[config.mk]
export PLATFORM = sky130hd
export DESIGN_NAME = pipe_hazard_ctrl
export DESIGN_NICKNAME = d
export VERILOG_FILES = /design/src/rtl/pipe_pkg.sv /design/src/rtl/hz_md_timer.sv /design/src/rtl/pipe_hazard_ctrl.sv
export SDC_FILE = /design/constraint.sdc
export NUM_CORES = 1
export LEC_CHECK = 0
export CAP_MARGIN = 20
export CORE_ASPECT_RATIO = 0.5
export CORE_MARGIN = 3
export CORE_UTILIZATION = 45
export DETAILED_ROUTE_END_ITERATION = 6
export PLACE_DENSITY_LB_ADDON = 0.05
export SETUP_SLACK_MARGIN = 0.05
export SLEW_MARGIN = 40
export SYNTH_ARGS = -nofsm -noshare
export SYNTH_HDL_FRONTEND = slang
export SYNTH_SLANG_ARGS = --single-unit
[constraint.sdc]
create_clock -name clk -period 3.45 [get_ports clk]
set_input_delay 0.345 -clock clk [delete_from_list [all_inputs] [get_ports clk]]
set_output_delay 0.345 -clock clk [all_outputs]
set_load 0.02 [all_outputs]
[src/rtl/pipe_pkg.sv]
// Purpose : shared types and helpers for the pipeline hazard sequencer.
// Latency : n/a (types, constants and a combinational compare helper only).
// Backpr. : n/a.
package pipe_pkg;

   typedef enum logic [1:0] {
      RUN      = 2'd0,
      MD_BUSY  = 2'd1,
      MEM_WAIT = 2'd2
   } state_t;

   // Forwarding mux selects for the EX-stage ALU operands
   localparam logic [1:0] FWD_RF  = 2'b00;
   localparam logic [1:0] FWD_WB  = 2'b01;
   localparam logic [1:0] FWD_MEM = 2'b10;

   // A producer matches a consumer only if it writes a non-zero register.
   // r0 is hardwired to zero and must never be forwarded or stalled on.
   function automatic logic fwd_hit(input logic       we,
                                    input logic [4:0] dst,
                                    input logic [4:0] src);
      return we && (dst != 5'd0) && (dst == src);
   endfunction

endpackage

[src/rtl/hz_md_timer.sv]
// Purpose : mult/div occupancy counter; load on issue, count down per unfrozen cycle.
// Latency : o_busy rises the cycle after i_load and stays high for LATENCY cycles.
// Backpr. : i_freeze holds the count (DMEM wait); no other flow control.
// Ports   : clk/rst, i_load (issue), i_freeze (hold), o_busy, o_last (busy with count 0).
module hz_md_timer #(
   parameter int LATENCY = 4
) (
   input  logic clk,
   input  logic rst,
   input  logic i_load,
   input  logic i_freeze,
   output logic o_busy,
   output logic o_last
);

   localparam int CW = (LATENCY > 2) ? $clog2(LATENCY) : 1;

   logic [CW-1:0] r_cnt;
   logic          r_busy;

   always_ff @(posedge clk or posedge rst) begin
      if (rst) begin
         r_cnt  <= '0;
         r_busy <= 1'b0;
      end else if (i_load) begin
         // A load on the final busy cycle restarts the window back-to-back
         r_cnt  <= CW'(LATENCY - 1);
         r_busy <= 1'b1;
      end else if (r_busy && !i_freeze) begin
         if (r_cnt == '0) begin
            r_busy <= 1'b0;
         end else begin
            r_cnt <= r_cnt - 1'b1;
         end
      end
   end

   assign o_busy = r_busy;
   assign o_last = r_busy && (r_cnt == '0);

endmodule

[src/rtl/pipe_hazard_ctrl.sv]
// Purpose : 5-stage pipeline hazard sequencer: stalls, flushes, forwarding, mult/div window, DMEM freeze.
// Latency : all stall/flush/forward outputs are combinational (0-cycle) from inputs and registered state.
// Backpr. : DMEM not-ready freezes all four pipe registers; ID hazards hold PC/IF-ID and bubble ID-EX.
// Ports   : ID/EX/MEM/WB register indices and controls in; Stall*/Flush*/Forward* out,
//           plus MdBusy, sticky MemTimeout and a saturating StallCycles counter.
module pipe_hazard_ctrl
   import pipe_pkg::*;
#(
   parameter int MD_LATENCY  = 4,
   parameter int MEM_TIMEOUT = 255
) (
   input  logic        clk,
   input  logic        rst,
   input  logic [4:0]  RsD,
   input  logic [4:0]  RtD,
   input  logic [4:0]  RsE,
   input  logic [4:0]  RtE,
   input  logic [4:0]  WriteRegE,
   input  logic [4:0]  WriteRegM,
   input  logic [4:0]  WriteRegW,
   input  logic        RegWriteE,
   input  logic        RegWriteM,
   input  logic        RegWriteW,
   input  logic        MemtoRegE,
   input  logic        MemtoRegM,
   input  logic        BranchD,
   input  logic        BranchTakenD,
   input  logic        MdStartD,
   input  logic        MdReadD,
   input  logic        MemReqM,
   input  logic        DmemReadyM,
   output logic        StallF,
   output logic        IF_Stall,
   output logic        StallE,
   output logic        StallM,
   output logic        IF_Flush,
   output logic        FlushE,
   output logic [1:0]  ForwardAE,
   output logic [1:0]  ForwardBE,
   output logic        ForwardAD,
   output logic        ForwardBD,
   output logic        MdBusy,
   output logic        MemTimeout,
   output logic [31:0] StallCycles
);

   state_t      r_state;
   state_t      r_saved;
   state_t      w_eff_state;
   logic [31:0] r_wait_cnt;
   logic        r_mem_timeout;
   logic [31:0] r_stall_cycles;

   logic w_freeze, w_lwstall, w_brstall, w_mdstall, w_idstall, w_if_stall;
   logic w_md_load, w_md_busy, w_md_last;

   assign w_freeze  = MemReqM && !DmemReadyM;

   assign w_lwstall = MemtoRegE && (fwd_hit(1'b1, WriteRegE, RsD) || fwd_hit(1'b1, WriteRegE, RtD));

   // Branches compare in ID: wait for an ALU result still in EX, or a load still in MEM
   assign w_brstall = BranchD &&
                      (fwd_hit(RegWriteE, WriteRegE, RsD) || fwd_hit(RegWriteE, WriteRegE, RtD) ||
                       fwd_hit(MemtoRegM, WriteRegM, RsD) || fwd_hit(MemtoRegM, WriteRegM, RtD));

   // The final busy cycle is not a stall: HI/LO is ready at its end and a new issue may overlap it
   assign w_mdstall = w_md_busy && !w_md_last && (MdStartD || MdReadD);

   assign w_idstall  = w_lwstall || w_brstall || w_mdstall;
   assign w_if_stall = w_freeze || w_idstall;
   assign w_md_load  = MdStartD && !w_if_stall;

   // While frozen the FSM sits in MEM_WAIT; the unfrozen cycle resumes from the saved state
   assign w_eff_state = (r_state == MEM_WAIT) ? r_saved : r_state;

   hz_md_timer #(
      .LATENCY (MD_LATENCY)
   ) u_md_timer (
      .clk      (clk),
      .rst      (rst),
      .i_load   (w_md_load),
      .i_freeze (w_freeze),
      .o_busy   (w_md_busy),
      .o_last   (w_md_last)
   );

   always_comb begin
      StallF    = 1'b0;
      IF_Stall  = 1'b0;
      StallE    = 1'b0;
      StallM    = 1'b0;
      IF_Flush  = 1'b0;
      FlushE    = 1'b0;
      ForwardAE = FWD_RF;
      ForwardBE = FWD_RF;
      ForwardAD = 1'b0;
      ForwardBD = 1'b0;
      if (!rst) begin
         StallF   = w_if_stall;
         IF_Stall = w_if_stall;
         StallE   = w_freeze;
         StallM   = w_freeze;
         FlushE   = w_idstall && !w_freeze;
         IF_Flush = BranchTakenD && !w_if_stall;

         if (fwd_hit(RegWriteM, WriteRegM, RsE))      ForwardAE = FWD_MEM;
         else if (fwd_hit(RegWriteW, WriteRegW, RsE)) ForwardAE = FWD_WB;

         if (fwd_hit(RegWriteM, WriteRegM, RtE))      ForwardBE = FWD_MEM;
         else if (fwd_hit(RegWriteW, WriteRegW, RtE)) ForwardBE = FWD_WB;

         ForwardAD = fwd_hit(RegWriteM, WriteRegM, RsD);
         ForwardBD = fwd_hit(RegWriteM, WriteRegM, RtD);
      end
   end

   always_ff @(posedge clk or posedge rst) begin
      if (rst) begin
         r_state        <= RUN;
         r_saved        <= RUN;
         r_wait_cnt     <= '0;
         r_mem_timeout  <= 1'b0;
         r_stall_cycles <= '0;
      end else begin
         if (w_if_stall && (r_stall_cycles != 32'hFFFF_FFFF)) begin
            r_stall_cycles <= r_stall_cycles + 32'd1;
         end

         if (w_freeze) begin
            if (r_state != MEM_WAIT) begin
               r_saved <= r_state;
            end
            r_state <= MEM_WAIT;
            if (r_wait_cnt < 32'(MEM_TIMEOUT)) begin
               r_wait_cnt <= r_wait_cnt + 32'd1;
            end
            if (r_wait_cnt >= 32'(MEM_TIMEOUT - 1)) begin
               r_mem_timeout <= 1'b1;
            end
         end else begin
            r_wait_cnt <= '0;
            case (w_eff_state)
               MD_BUSY: r_state <= (w_md_load || !w_md_last) ? MD_BUSY : RUN;
               default: r_state <= w_md_load ? MD_BUSY : RUN;
            endcase
         end
      end
   end

   assign MdBusy      = w_md_busy;
   assign MemTimeout  = r_mem_timeout;
   assign StallCycles = r_stall_cycles;

endmodule
# Word level (Yosys, flattened, before mapping)
# Index checks and enable logic that the tools add are counted.
[totals]
inputBits = 48
output_inout_bits = 46
regBits = 68
word_cells = 89
[classes]
muxes = 20
addsub = 3
n_reduce_logical = 48
order_cmp = 2
n_eq_ne = 11
[op_table]
columns = ["op", "count"]
rows = [
  ["$add A32 B1 Y32 const B", 2],
  ["$mux W32", 2],
  ["$eq A5 B5 Y1", 8],
  ["$ge A32 B8 Y1 const B", 1],
  ["$lt A32 B8 Y1 const B", 1],
  ["$ne A32 B32 Y1 const B", 1],
  ["$logic_and A1 B1 Y1", 27],
  ["$reduce_bool A5 Y1", 3],
  ["$mux W2", 7],
  ["$mux W1", 11],
  ["$logic_or A1 B1 Y1", 8],
  ["$reduce_and A2 Y1", 3],
  ["$logic_not A1 Y1", 4],
  ["$reduce_bool A2 Y1", 2],
  ["$logic_not A2 Y1", 1],
  ["$ne A2 B1 Y1 const B", 1],
  ["$ne A2 B2 Y1 const B", 1],
  ["$sub A2 B1 Y2 const B", 1],
]

# Longest topological paths before layout
[depth]
word_depth = 14
ltp_mapped = 9
ltp_nobuf = 8

# By module
# From an unflattened synthesis, not the netlist that was laid out.
[hier_totals]
cells_unflattened = 365
area_unflattened_um2 = 3673.5
[modules_own_cells]
columns = ["module", "seq_area_each_um2", "cells_each", "instances", "area_each_um2"]
rows = [
  ["pipe_hazard_ctrl", 1626.6, 348, 1, 3494.6],
  ["hz_md_timer", 75.1, 17, 1, 178.9],
]

# Worst setup path after synthesis
# Ideal clock, no wire load.
[synth_timing]
kind = "input port to output port"
startpoint = "input rst"
endpoint = "output ForwardAE[0]"
t_arrival_ns = 2.862
n_path_buf = 1
t_required_ns = 3.105
setup_slack_ns = 0.243
stages = 5
path_cell_list = "clkbuf_1 inv_1 o211ai_1 nor4_1 and4_1"
[synth_between]
elab_chain_cells = 1
[synth_lines]
columns = ["item", "line_no", "source"]
rows = [
  ["start: declaration", "pipe_hazard_ctrl.sv:13", "input logic rst,"],
  ["$mux W2", "pipe_hazard_ctrl.sv:98", "if (!rst) begin"],
  ["end: declaration", "pipe_hazard_ctrl.sv:38", "output logic [1:0] ForwardAE,"],
]
# No other way between the ends.

# Worst setup path in the final report
[layout_timing]
startpoint = "input WriteRegM[0]"
endpoint = "output FlushE"
[layout_between]
elab_chain_cells = 10
elab_cells_between_ends = 13
classes_between = "2 x eq/ne; 1 x mux; 10 x reduce/logical"
[layout_lines]
columns = ["item", "line_no", "source"]
rows = [
  ["start: declaration", "pipe_hazard_ctrl.sv:19", "input logic [4:0] WriteRegM,"],
  ["$reduce_bool A5 Y1", "pipe_pkg.sv:22", "return we && (dst != 5'd0) && (dst == src);"],
  ["$logic_and A1 B1 Y1 (2 in a row)", "pipe_pkg.sv:22", ""],
  ["$logic_or A1 B1 Y1", "pipe_hazard_ctrl.sv:63", "(fwd_hit(RegWriteE, WriteRegE, RsD) || fwd_hit(RegWriteE, WriteRegE, RtD) ||"],
  ["$logic_or A1 B1 Y1 (*)", "pipe_hazard_ctrl.sv:64", "fwd_hit(MemtoRegM, WriteRegM, RsD) || fwd_hit(MemtoRegM, WriteRegM, RtD));"],
  ["$logic_and A1 B1 Y1 (*)", "pipe_hazard_ctrl.sv:62", "assign w_brstall = BranchD &&"],
  ["$logic_or A1 B1 Y1 (*) (2 in a row)", "pipe_hazard_ctrl.sv:69", "assign w_idstall = w_lwstall || w_brstall || w_mdstall;"],
  ["$logic_and A1 B1 Y1 (*)", "pipe_hazard_ctrl.sv:103", "FlushE = w_idstall && !w_freeze;"],
  ["$mux W1 (*)", "pipe_hazard_ctrl.sv:98", ""],
  ["end: declaration", "pipe_hazard_ctrl.sv:37", "output logic FlushE,"],
]
# Mark *: on every way between the ends. The rest lies on a longest branch, timed or not.

==> results.md <==
* Routed vias/inst at 5.19
* Initial antenna violation count at 0
* Seq pwr share at 0.366
* Unique masters post-synth at ~40
* Combinational share of power at 0.266
* Final Critical Period at just under 3 ns
* Placer Congestion at roughly 0.94
* Antenna cells at 0
* Total Nets Final at approximately 500
* Final hold slack at about 0.49 ns
* PortBufs at 93
* Clock power frac at 0.368
* Post-DP HPWL at between 6000 and 7000 um
* Peak supply drop at 0.265 mV
* Power density over the cells at roughly 530 nW/um^2
* GRT overflow at 0
* Vias in the first global route at a little over 3000
* Clk buf depth at 2
* P_leak at approximately 2.2 nW
* Design area at 5030 um^2
* CTS buffer count at 9
* Max cap viols at 0
* Initial core utilization at 0.484
* Syn avg cell area at 10.4 um^2
* Syn Nets at just over 400
* Synth area leaders: dfrtp_1 46%, xor2_1 14%, and2_1 4.2%
* Die Y at 70.2 um
* Post-synth EDFFs at 0
* P_sw at approximately 850 uW
* RSZ-0062 raised after global routing: false
* CP Class: in2out
* Clk_lat worst skew at 0.32 ns
* # DRC at 0
* Total Power at about 2.7 mW
* Final WL at between 8000 and 9000 um
* Worst Setup SP: WriteRegM[0]
* Synthesized area at around 3700 um^2
* FMAX at ~350 MHz
* Post-synth top flop: dfrtp_1
* Root Driver: clkbuf_16
* Hold Path Class: reg2reg
* Number of setup buffers added after CTS at 0
* Worst EP required at a little over 3 ns
* Fill count at just over 600
* Measured slew at the worst slew-check pin at between 0.7 and 0.8 ns
* Placed Instance Area at around 4700 um^2
* Drt wl/cell at ~16 um
* Via count at 2899
* Crit-path max FO at 5
* WP data arrival at 2.54 ns
* Power Internal at 1.84 mW
* Register area share after synthesis at 0.459
* CTS tree: done
* Status: finished, final reports clean
* Post-route ant nets at 0
* Largest net degree at the start of global routing at between 60 and 70
* Slew headroom at 0.490
* Cells after synthesis at between 300 and 400
* Min-delay src: r_wait_cnt[19]$_DFFE_PP0P_
* Core Region at 7650 um^2
* Placed insts at 543
* Die Area at 9420 um^2
* Synth-to-layout area growth at 35.8%
* Num Clock Sinks at 68
* Most common cell in the netlist: dfrtp_1
* Post-synth top area share at 0.459
* Worst-path clk slew at about 0.06 ns
* Worst Skew at ~0.006 ns
* Hold Vio Cnt, Final at 0
* DRT iter0 DRCs at 140
* Final worst path period share at 0.836
* Setup crit start kind: primary input
* Layout cells sized above 1 at 0.0931
* Initial DRT Pass Iterations at 4
* Cell accounting for the most synthesized area: dfrtp_1
* Io pins at 94
* Async S/R FF share, synth at 1.00
* FF-to-FF Start: StallCycles[8]$_DFFE_PP0P_
* Max-slew violation count at 0
* Total track usage at 0.202
* Top post-synthesis cells by count: 68 x dfrtp_1, 61 x xor2_1, 25 x and2_1, 22 x nor2_1
* Worst Setup End Kind: primary output
* Die Wd at 134 um
* First-pass GRT wire length at between 15000 and 20000 um
* Hold buffer count at cts at 0
* Sw frac at 0.314
* Row count at 22
* Finished Layout Cells at between 500 and 600
* Setup TNS at 0 ns
* Post-cts resize count at 0
* Yosys reg bits at between 60 and 70
* Final setup viols at 0
* H-tree lvl count at 3
* Synth warn at 0
-- state kept, by name, summed over array words and instances, names as in the netlist --
name and cells:
MemTimeout 1, StallCycles 32, u_md_timer.r_cnt 2, r_wait_cnt 32, u_md_timer.o_busy 1
-- power by group through the flow --
stage	clock, mW	sequential (mW)	combinational [mW]
after floorplan	0	1.07	0.342
after global placement	0	0.992	0.707
after detailed placement	0	0.997	0.718
after CTS	1.01	0.986	0.723
after global routing	1.05	1.00	0.781
final	0.989	0.986	0.715
-- layout make-up --
type / count / area [um^2] / area share
Clock inverter: 7 / 98.8 / 0.0197
Clock buffer: 9 / 225 / 0.0448
Sequential cell: 68 / 1700 / 0.338
Multi-Input combinational cell: 264 / 1880 / 0.375
Tap cell: 108 / 135 / 0.0269
Timing Repair Buffer: 96 / 957 / 0.190
Inverter: 7 / 26.3 / 0.00523
-- stage by stage --
| step | utilization | setup WS, ns |
|---|---|---|
| floorplan | - | 0.243 |
| global placement | 0.614 | 0.566 |
| detailed placement | 0.614 | 0.547 |
| CTS | 0.657 | 0.547 |
| global route | 0.657 | 0.362 |
| finish | 0.657 | 0.567 |
-- layer usage --
metal	vias up	track usage	share of wire
met4	0	0.0451	0.0088
met3	9	0.0777	0.081
li1	1407	-	-
met1	1402	0.268	0.45
met2	81	0.313	0.46
met5	-	0	0
-- critical path, stage by stage --
cell and delay [ns]:
clkdlybuf4s50_1 0.55, xor2_1 0.21, nor3_1 0.19, nand3_1 0.13, a21oi_2 0.24, nor2_1 0.08
nor3_1 0.13, clkdlybuf4s50_1 0.65
-- logic make-up (layout without fill, tap and decap cells) --
| logic type | after synthesis | in the layout | synth area share |
|---|---|---|---|
| simple gates | 166 | 166 | 0.278 |
| xor+xnor | 77 | 77 | 0.182 |
| flops | 68 | 68 | 0.459 |
| buf+inv | 23 | 119 | 0.0318 |
| compound gates | 16 | 16 | 0.0321 |
| fa+ha+maj | 4 | 4 | 0.0135 |
| mux | 1 | 1 | 0.00304 |
-- placed cells by master (no fill, tap or decap), types with 2 or more instances in the layout --
cell type	instances
and2_1	25
inv_1	6
dfrtp_1	68
o31ai_2	2
or4_1	2
o211ai_1	2
nand4_1	12
nor3b_1	3
or3_1	2
a21oi_1	3
nand2b_1	2
o21ai_0	4
nor3_1	19
ha_1	4
nor4_2	10
clkbuf_16	9
and3_1	3
nor4_1	12
xnor2_1	16
inv_6	2
nor4b_2	4
nand3_1	20
nor2_1	22
nand2_1	20
and4_1	4
buf_4	2
clkdlybuf4s50_1	93
xor2_1	61
bufinv_16	2
-- final timing paths --
check / to / slack [ns] / depth (start not counted)
max: FlushE / 0.57 / 8
min: r_wait_cnt[19]$_DFFE_PP0P_ / 0.49 / 1
max reg2reg: StallCycles[12]$_DFFE_PP0P_ / 0.93 / 7
min reg2reg: r_wait_cnt[19]$_DFFE_PP0P_ / 0.49 / 1
max in group asynchronous: r_wait_cnt[15]$_DFFE_PP0P_ / 2.19 / 3
min in group asynchronous: u_md_timer.o_busy$_DFFE_PP0P_ / 0.84 / 3
(Power assumes the default switching activity.)
